File: src/rtl/if_fetch_ctrl_if.sv
// -----------------------------------------------------------------------------
// if_fetch_ctrl_if
//
// SRAM-like instruction bus between the fetch controller (master) and the
// instruction memory (slave).
//
//   inst_req      master -> slave  request valid, held until inst_addr_ok
//   inst_addr     master -> slave  request address, stable while inst_req
//   inst_addr_ok  slave  -> master request accepted this cycle
//   inst_data_ok  slave  -> master read data valid this cycle
//   inst_rdata    slave  -> master read data
// -----------------------------------------------------------------------------
interface if_fetch_ctrl_if;
    logic        inst_req;
    logic [31:0] inst_addr;
    logic        inst_addr_ok;
    logic        inst_data_ok;
    logic [31:0] inst_rdata;

    modport master (
        output inst_req,
        output inst_addr,
        input  inst_addr_ok,
        input  inst_data_ok,
        input  inst_rdata
    );

    modport slave (
        input  inst_req,
        input  inst_addr,
        output inst_addr_ok,
        output inst_data_ok,
        output inst_rdata
    );
endinterface

File: src/rtl/if_fetch_ctrl.sv
// -----------------------------------------------------------------------------
// if_fetch_ctrl
//
// Instruction-fetch stage controller. Owns the program counter, issues one
// instruction-bus request at a time and holds the returned instruction until
// the IF/ID register consumes it. Applies delayed-branch redirects (after the
// delay slot) and exception/ERET flushes.
//
// Ports
//   clk, reset           clock; synchronous active-high reset
//   stall                IF/ID is holding, the current slot is not consumed
//   flush, flush_target  discard everything in IF, restart at flush_target
//   redirect, redirect_target
//                        branch resolved in ID; takes effect on the fetch
//                        that follows the delay slot
//   bus (master)         SRAM-like req/addr_ok/data_ok instruction bus
//   if_valid             output slot holds a fetched instruction
//   if_pc                PC of the slot
//   if_inst              instruction word (0 on address error)
//   if_addr_error        PC misaligned, no bus request was made
//   if_inst_req          a bus request was issued for this slot
// -----------------------------------------------------------------------------
module if_fetch_ctrl #(
    parameter logic [31:0] RESET_PC = 32'hBFC0_0000
) (
    input  logic                   clk,
    input  logic                   reset,
    input  logic                   stall,
    input  logic                   flush,
    input  logic [31:0]            flush_target,
    input  logic                   redirect,
    input  logic [31:0]            redirect_target,
    if_fetch_ctrl_if.master        bus,
    output logic                   if_valid,
    output logic [31:0]            if_pc,
    output logic [31:0]            if_inst,
    output logic                   if_addr_error,
    output logic                   if_inst_req
);

    typedef enum logic [1:0] {
        S_IDLE,   // ready to issue the fetch for pc_q
        S_ADDR,   // inst_req high, waiting for addr_ok
        S_DATA,   // request accepted, waiting for data_ok
        S_HOLD    // slot valid, waiting for IF/ID to take it
    } state_t;

    state_t      state_q,    state_d;
    logic [31:0] pc_q,       pc_d;
    logic        req_q,      req_d;
    logic [31:0] addr_q,     addr_d;
    logic        discard_q,  discard_d;
    logic        pend_q,     pend_d;
    logic [31:0] pend_tgt_q, pend_tgt_d;

    logic        valid_q,    valid_d;
    logic [31:0] slot_pc_q,  slot_pc_d;
    logic [31:0] inst_q,     inst_d;
    logic        err_q,      err_d;
    logic        ireq_q,     ireq_d;

    logic [31:0] seq_pc;

    // PC that follows the slot being consumed. A redirect arriving in the very
    // cycle the delay slot leaves IF is still meant for the next fetch, so it
    // bypasses the pending register.
    always_comb begin
        if (redirect) begin
            seq_pc = redirect_target;
        end else if (pend_q) begin
            seq_pc = pend_tgt_q;
        end else begin
            seq_pc = pc_q + 32'd4;
        end
    end

    always_comb begin
        state_d    = state_q;
        pc_d       = pc_q;
        req_d      = req_q;
        addr_d     = addr_q;
        discard_d  = discard_q;
        pend_d     = pend_q;
        pend_tgt_d = pend_tgt_q;
        valid_d    = valid_q;
        slot_pc_d  = slot_pc_q;
        inst_d     = inst_q;
        err_d      = err_q;
        ireq_d     = ireq_q;

        // The redirect never touches the in-flight or held slot: that slot is
        // the delay slot. It is only remembered until that slot is consumed.
        // A simultaneous flush wins and the redirect is lost.
        if (flush) begin
            pend_d = 1'b0;
        end else if (redirect) begin
            pend_d     = 1'b1;
            pend_tgt_d = redirect_target;
        end

        unique case (state_q)
            S_IDLE: begin
                if (flush) begin
                    pc_d = flush_target;
                end else if (pc_q[1:0] == 2'b00) begin
                    state_d = S_ADDR;
                    req_d   = 1'b1;
                    addr_d  = pc_q;
                end else begin
                    // Misaligned PC: deliver an error slot without touching
                    // the bus.
                    state_d   = S_HOLD;
                    valid_d   = 1'b1;
                    slot_pc_d = pc_q;
                    inst_d    = 32'h0;
                    err_d     = 1'b1;
                    ireq_d    = 1'b0;
                end
            end

            S_ADDR: begin
                // An issued address cannot be withdrawn; a flush here only
                // marks the eventual data as stale.
                if (flush) begin
                    pc_d      = flush_target;
                    discard_d = 1'b1;
                end
                if (bus.inst_addr_ok) begin
                    state_d = S_DATA;
                    req_d   = 1'b0;
                end
            end

            S_DATA: begin
                if (flush) begin
                    pc_d = flush_target;
                end
                if (bus.inst_data_ok) begin
                    if (flush || discard_q) begin
                        state_d   = S_IDLE;
                        discard_d = 1'b0;
                    end else begin
                        state_d   = S_HOLD;
                        valid_d   = 1'b1;
                        slot_pc_d = pc_q;
                        inst_d    = bus.inst_rdata;
                        err_d     = 1'b0;
                        ireq_d    = 1'b1;
                    end
                end else if (flush) begin
                    discard_d = 1'b1;
                end
            end

            S_HOLD: begin
                if (flush) begin
                    state_d = S_IDLE;
                    pc_d    = flush_target;
                    valid_d = 1'b0;
                end else if (!stall) begin
                    state_d = S_IDLE;
                    pc_d    = seq_pc;
                    pend_d  = 1'b0;
                    valid_d = 1'b0;
                end
            end

            default: begin
                state_d = S_IDLE;
            end
        endcase
    end

    always_ff @(posedge clk) begin
        if (reset) begin
            state_q    <= S_IDLE;
            pc_q       <= RESET_PC;
            req_q      <= 1'b0;
            addr_q     <= RESET_PC;
            discard_q  <= 1'b0;
            pend_q     <= 1'b0;
            pend_tgt_q <= 32'h0;
            valid_q    <= 1'b0;
            slot_pc_q  <= 32'h0;
            inst_q     <= 32'h0;
            err_q      <= 1'b0;
            ireq_q     <= 1'b0;
        end else begin
            state_q    <= state_d;
            pc_q       <= pc_d;
            req_q      <= req_d;
            addr_q     <= addr_d;
            discard_q  <= discard_d;
            pend_q     <= pend_d;
            pend_tgt_q <= pend_tgt_d;
            valid_q    <= valid_d;
            slot_pc_q  <= slot_pc_d;
            inst_q     <= inst_d;
            err_q      <= err_d;
            ireq_q     <= ireq_d;
        end
    end

    assign bus.inst_req  = req_q;
    assign bus.inst_addr = addr_q;

    assign if_valid      = valid_q;
    assign if_pc         = slot_pc_q;
    assign if_inst       = inst_q;
    assign if_addr_error = err_q;
    assign if_inst_req   = ireq_q;

endmodule

File: src/flat_wrapper.sv
// flat-port wrapper written by rule: the top's interface ports become plain ports
module if_fetch_ctrl_flat 
#(
    parameter logic [31:0] RESET_PC = 32'hBFC0_0000
)
  (clk, reset, stall, flush, flush_target, redirect, redirect_target, if_valid, if_pc, if_inst, if_addr_error, if_inst_req, bus_inst_req, bus_inst_addr, bus_inst_addr_ok, bus_inst_data_ok, bus_inst_rdata);
  if_fetch_ctrl_if bus_i ();
  input  logic clk;
  input  logic reset;
  input  logic stall;
  input  logic flush;
  input  logic [31:0] flush_target;
  input  logic redirect;
  input  logic [31:0] redirect_target;
  output logic if_valid;
  output logic [31:0] if_pc;
  output logic [31:0] if_inst;
  output logic if_addr_error;
  output logic if_inst_req;
  output wire logic [$bits(bus_i.inst_req)-1:0] bus_inst_req;
  output wire logic [$bits(bus_i.inst_addr)-1:0] bus_inst_addr;
  input wire logic [$bits(bus_i.inst_addr_ok)-1:0] bus_inst_addr_ok;
  input wire logic [$bits(bus_i.inst_data_ok)-1:0] bus_inst_data_ok;
  input wire logic [$bits(bus_i.inst_rdata)-1:0] bus_inst_rdata;
  assign bus_inst_req = bus_i.inst_req;
  assign bus_inst_addr = bus_i.inst_addr;
  assign bus_i.inst_addr_ok = bus_inst_addr_ok;
  assign bus_i.inst_data_ok = bus_inst_data_ok;
  assign bus_i.inst_rdata = bus_inst_rdata;
  if_fetch_ctrl #(.RESET_PC(RESET_PC)) u_core (.clk(clk), .reset(reset), .stall(stall), .flush(flush), .flush_target(flush_target), .redirect(redirect), .redirect_target(redirect_target), .bus(bus_i), .if_valid(if_valid), .if_pc(if_pc), .if_inst(if_inst), .if_addr_error(if_addr_error), .if_inst_req(if_inst_req));
endmodule
File: config.mk
export PLATFORM = sky130hd
export DESIGN_NAME = if_fetch_ctrl_flat
export DESIGN_NICKNAME = d
export VERILOG_FILES = /design/src/rtl/if_fetch_ctrl_if.sv /design/src/rtl/if_fetch_ctrl.sv /design/src/flat_wrapper.sv
export SDC_FILE = /design/constraint.sdc
export NUM_CORES = 1
export LEC_CHECK = 0
export BUFFER_PORTS_ARGS = -buffer_cell sky130_fd_sc_hd__buf_2
export CAP_MARGIN = 25
export CORE_AREA = 8 8 141 143
export CTS_CLUSTER_SIZE = 30
export DETAILED_ROUTE_END_ITERATION = 16
export DIE_AREA = 0 0 149 151
export HOLD_SLACK_MARGIN = 0.12
export PLACE_DENSITY = 0.74
export SYNTH_ARGS = -nofsm -noshare
export SYNTH_HDL_FRONTEND = slang
export SYNTH_SLANG_ARGS = --single-unit
File: constraint.sdc
create_clock -name clk -period 4.58 [get_ports clk]
set_clock_uncertainty 0.1 [all_clocks]
set_input_delay 1.145 -clock clk [delete_from_list [all_inputs] [get_ports clk]]
set_output_delay 1.145 -clock clk [all_outputs]
set_load 0.01 [all_outputs]
==> results.py <==
metrics = {
    "run_status": {
        "outcome": "finished clean",
    },
    "drt": {
        "vias": 7681,
        "vias_per_cell": 5.49,
        "first_iter_violations": 870,
        "drc": 0,
        "wl_per_cell_um": 17.5,
        "firstDrtPassIters": 8,
        "route.antenna.remaining_nets": 0,
        "wl_mm": 24.5,
    },
    "floorplan": {
        "start_util_pct": 42.8,
        "core_sq_um": 17700,
        "num_rows": 49,
        "chipWidth_um": 149,
        "io_pins": 203,
        "die_y_um": 151,
        "dieArea_sq_um": 22500,
    },
    "grt": {
        "grt_antenna_before_repair": 1,
        "overflow": 0,
        "grt_max_degree": 61,
        "grt_pass1_vias": 7140,
        "grt_usage_pct": 21.1,
        "grt_pass1_wl_mm": 38.0,
    },
    "timing": {
        "post-route-period-util_pct": 63.8,
        "fmax_mhz": 342,
        "relSlewSlack_pct": 35.3,
        "hold_viol_final": 0,
        "fin_setup_tns_ns": 0,
        "finalMaxSlewViolations": 0,
        "worstMarginPinSlew_ns": 0.967,
        "rsz0062_at_grt": "false",
        "final.min_clock_period_ns": 2.92,
        "setup_violations": 0,
    },
    "logic_synthesis": {
        "synthDistinctLibCells": 63,
        "syn_nets": 1107,
        "syn-mean-instance-area_sq_um": 7.58,
        "synthesis.instances": 998,
        "synth_ff_type": "dfxtp_1",
        "synth_area_leaders": "dfxtp_1 (44%), nand2_1 (14%), a21oi_1 (9.7%), nand3_1 (3.8%), clkbuf_1 (3.2%)",
        "synth-edff-count": 0,
        "synth_warnings": 0,
        "async_flop_share_pct": 0,
        "synth_seq_cells": 168,
        "synth_area_leader_cell": "dfxtp_1",
        "synth_area_sq_um": 7560,
        "yosysSeqAreaShare_pct": 44.5,
        "synth.top_cell.area_share_pct": 44.5,
    },
    "clocking": {
        "tritoncts": "done",
        "cts_hold_buf": 0,
        "clkTransAtPathRegs_ns": 0.06,
        "htree_levels": 4,
        "clock_latency_ns": 0.42,
        "ctsRootBufferMaster": "clkbuf_16",
        "cts-resized-gates": 0,
        "cts_buffer_depth": 2,
        "cts_sinks": 168,
        "cts_buffers": 17,
        "post_cts_buffers": 0,
    },
    "cells_and_area": {
        "syn2layout_area_growth_pct": 23.7,
        "layout_common_cells": "nand2_1 (279), buf_2 (201), dfxtp_1 (168)",
        "multiInputGateArea_sq_um": 3830,
        "drive_gt1_share_pct": 23.1,
        "utilization_pct": 53.0,
        "fillCellCount": 1709,
        "nets": 1266,
        "stdcell_area_sq_um": 9350,
        "final_common_cell": "nand2_1",
        "ff_latch_area_sq_um": 3360,
    },
    "critical_path": {
        "crit_fanout": 39,
        "arrival_ns": 3.10,
        "end_kind": "flop",
        "reg2reg_depth": 8,
        "setup.worst_path.class": "input port to flop",
        "cp.required_ns": 4.76,
        "critPathLaunchType": "input port",
    },
    "power": {
        "power_density_nw_per_um2": 520,
        "p_leak_nw": 3.87,
        "vdd_drop_max_v": 0.000318,
        "p_total_w": 0.00486,
    },
    "place": {
        "placed_area_sq_um": 8710,
        "gp_congestion": 0.865,
        "hpwl_mm": 17.2,
        "port_buffers": 202,
    },
    "worst_hold_path": {
        "hold_class": "flop to flop",
        "hold_depth": 2,
    },
    "flow_run": {
        "drv_cap": 0,
    },
}
-- synth_stat cells (4+ instances only) --
cell,n
a2111oi_0,4
a211o_1,5
a211oi_1,12
a21oi_1,147
a221oi_1,4
a31oi_1,5
and3_1,11
buf_1,8
buf_2,10
clkbuf_1,64
dfxtp_1,168
ha_1,6
inv_1,14
nand2_1,279
nand2b_1,11
nand3_1,57
nand4_1,10
nor2_1,33
nor3_1,14
nor4_1,7
o211ai_1,14
o21ai_0,30
xnor2_1,8
xor2_1,7
-- routing by layer --
metal | vias to the layer above | global-route usage, % | part of all wire (%)
li1 | 3779 | - | -
met1 | 3566 | 27.0 | 43
met2 | 305 | 34.6 | 48
met3 | 31 | 4.90 | 8.0
met4 | 0 | 6.41 | 1.3
met5 | - | 0 | 0
-- power breakdown --
group          total, W  switching (W)  internal (W)
logic           0.00145       0.000970      0.000480
clock network   0.00157       0.000590      0.000980
registers       0.00184       0.000163       0.00168
-- cells by family after synthesis --
group	Yosys count	synth area share (%)
DFF	168	44.5
muxes	6	0.844
xor gates and xnor gates	15	1.74
buffers and inverters	99	5.18
and+or+nand+nor	443	25.9
adders and majority gates	6	0.993
AOI/OAI and AO/OA	261	20.9
-- through the flow --
stage	setup slack, ns	hold slack (ns)	std cells
finish	1.66	0.348	1400
global route	1.56	0.368	1399
CTS	1.68	0.350	1398
detailed placement	1.25	0.341	1367
global placement	1.26	0.335	1367
floorplan	1.66	0.331	998
-- cell type report --
type,instances,area share (%)
Tap cell,229,3.06
Inverter,16,0.642
Timing Repair Buffer,223,12.5
Clock inverter,12,2.13
Sequential cell,168,36.0
Clock buffer,19,4.74
Multi-Input combinational cell,731,40.9
Antenna cell,2,0.0535
-- registers in the layout, indices dropped and copies added (netlist names), 2 cells and up --
register and count:
u_core.pc_q 32, u_core.if_inst 32, u_core.state_q 2, u_core.pend_tgt_q 32, u_core.if_pc 32, u_core.bus.inst_addr 32
-- worst paths after layout --
kind / startpoint / to / slack (ns)
max: flush / u_core.if_pc[11]$_SDFFE_PP0P_ / 1.66
min: u_core.if_inst[0]$_SDFFE_PP0P_ / u_core.if_inst[0]$_SDFFE_PP0P_ / 0.35
max reg2reg: u_core.state_q[0]$_SDFFE_PP0P_ / u_core.if_pc[11]$_SDFFE_PP0P_ / 1.75
min reg2reg: u_core.if_inst[0]$_SDFFE_PP0P_ / u_core.if_inst[0]$_SDFFE_PP0P_ / 0.35
-- worst max-delay path, stage by stage --
cell and delay [ns]:
buf_2 0.25, or3b_1 0.42, a22oi_2 0.21, buf_4 0.27, o21ai_4 0.23, buf_4 0.37
nand2_1 0.12, a21oi_1 0.07
(Power assumes the default switching activity.)
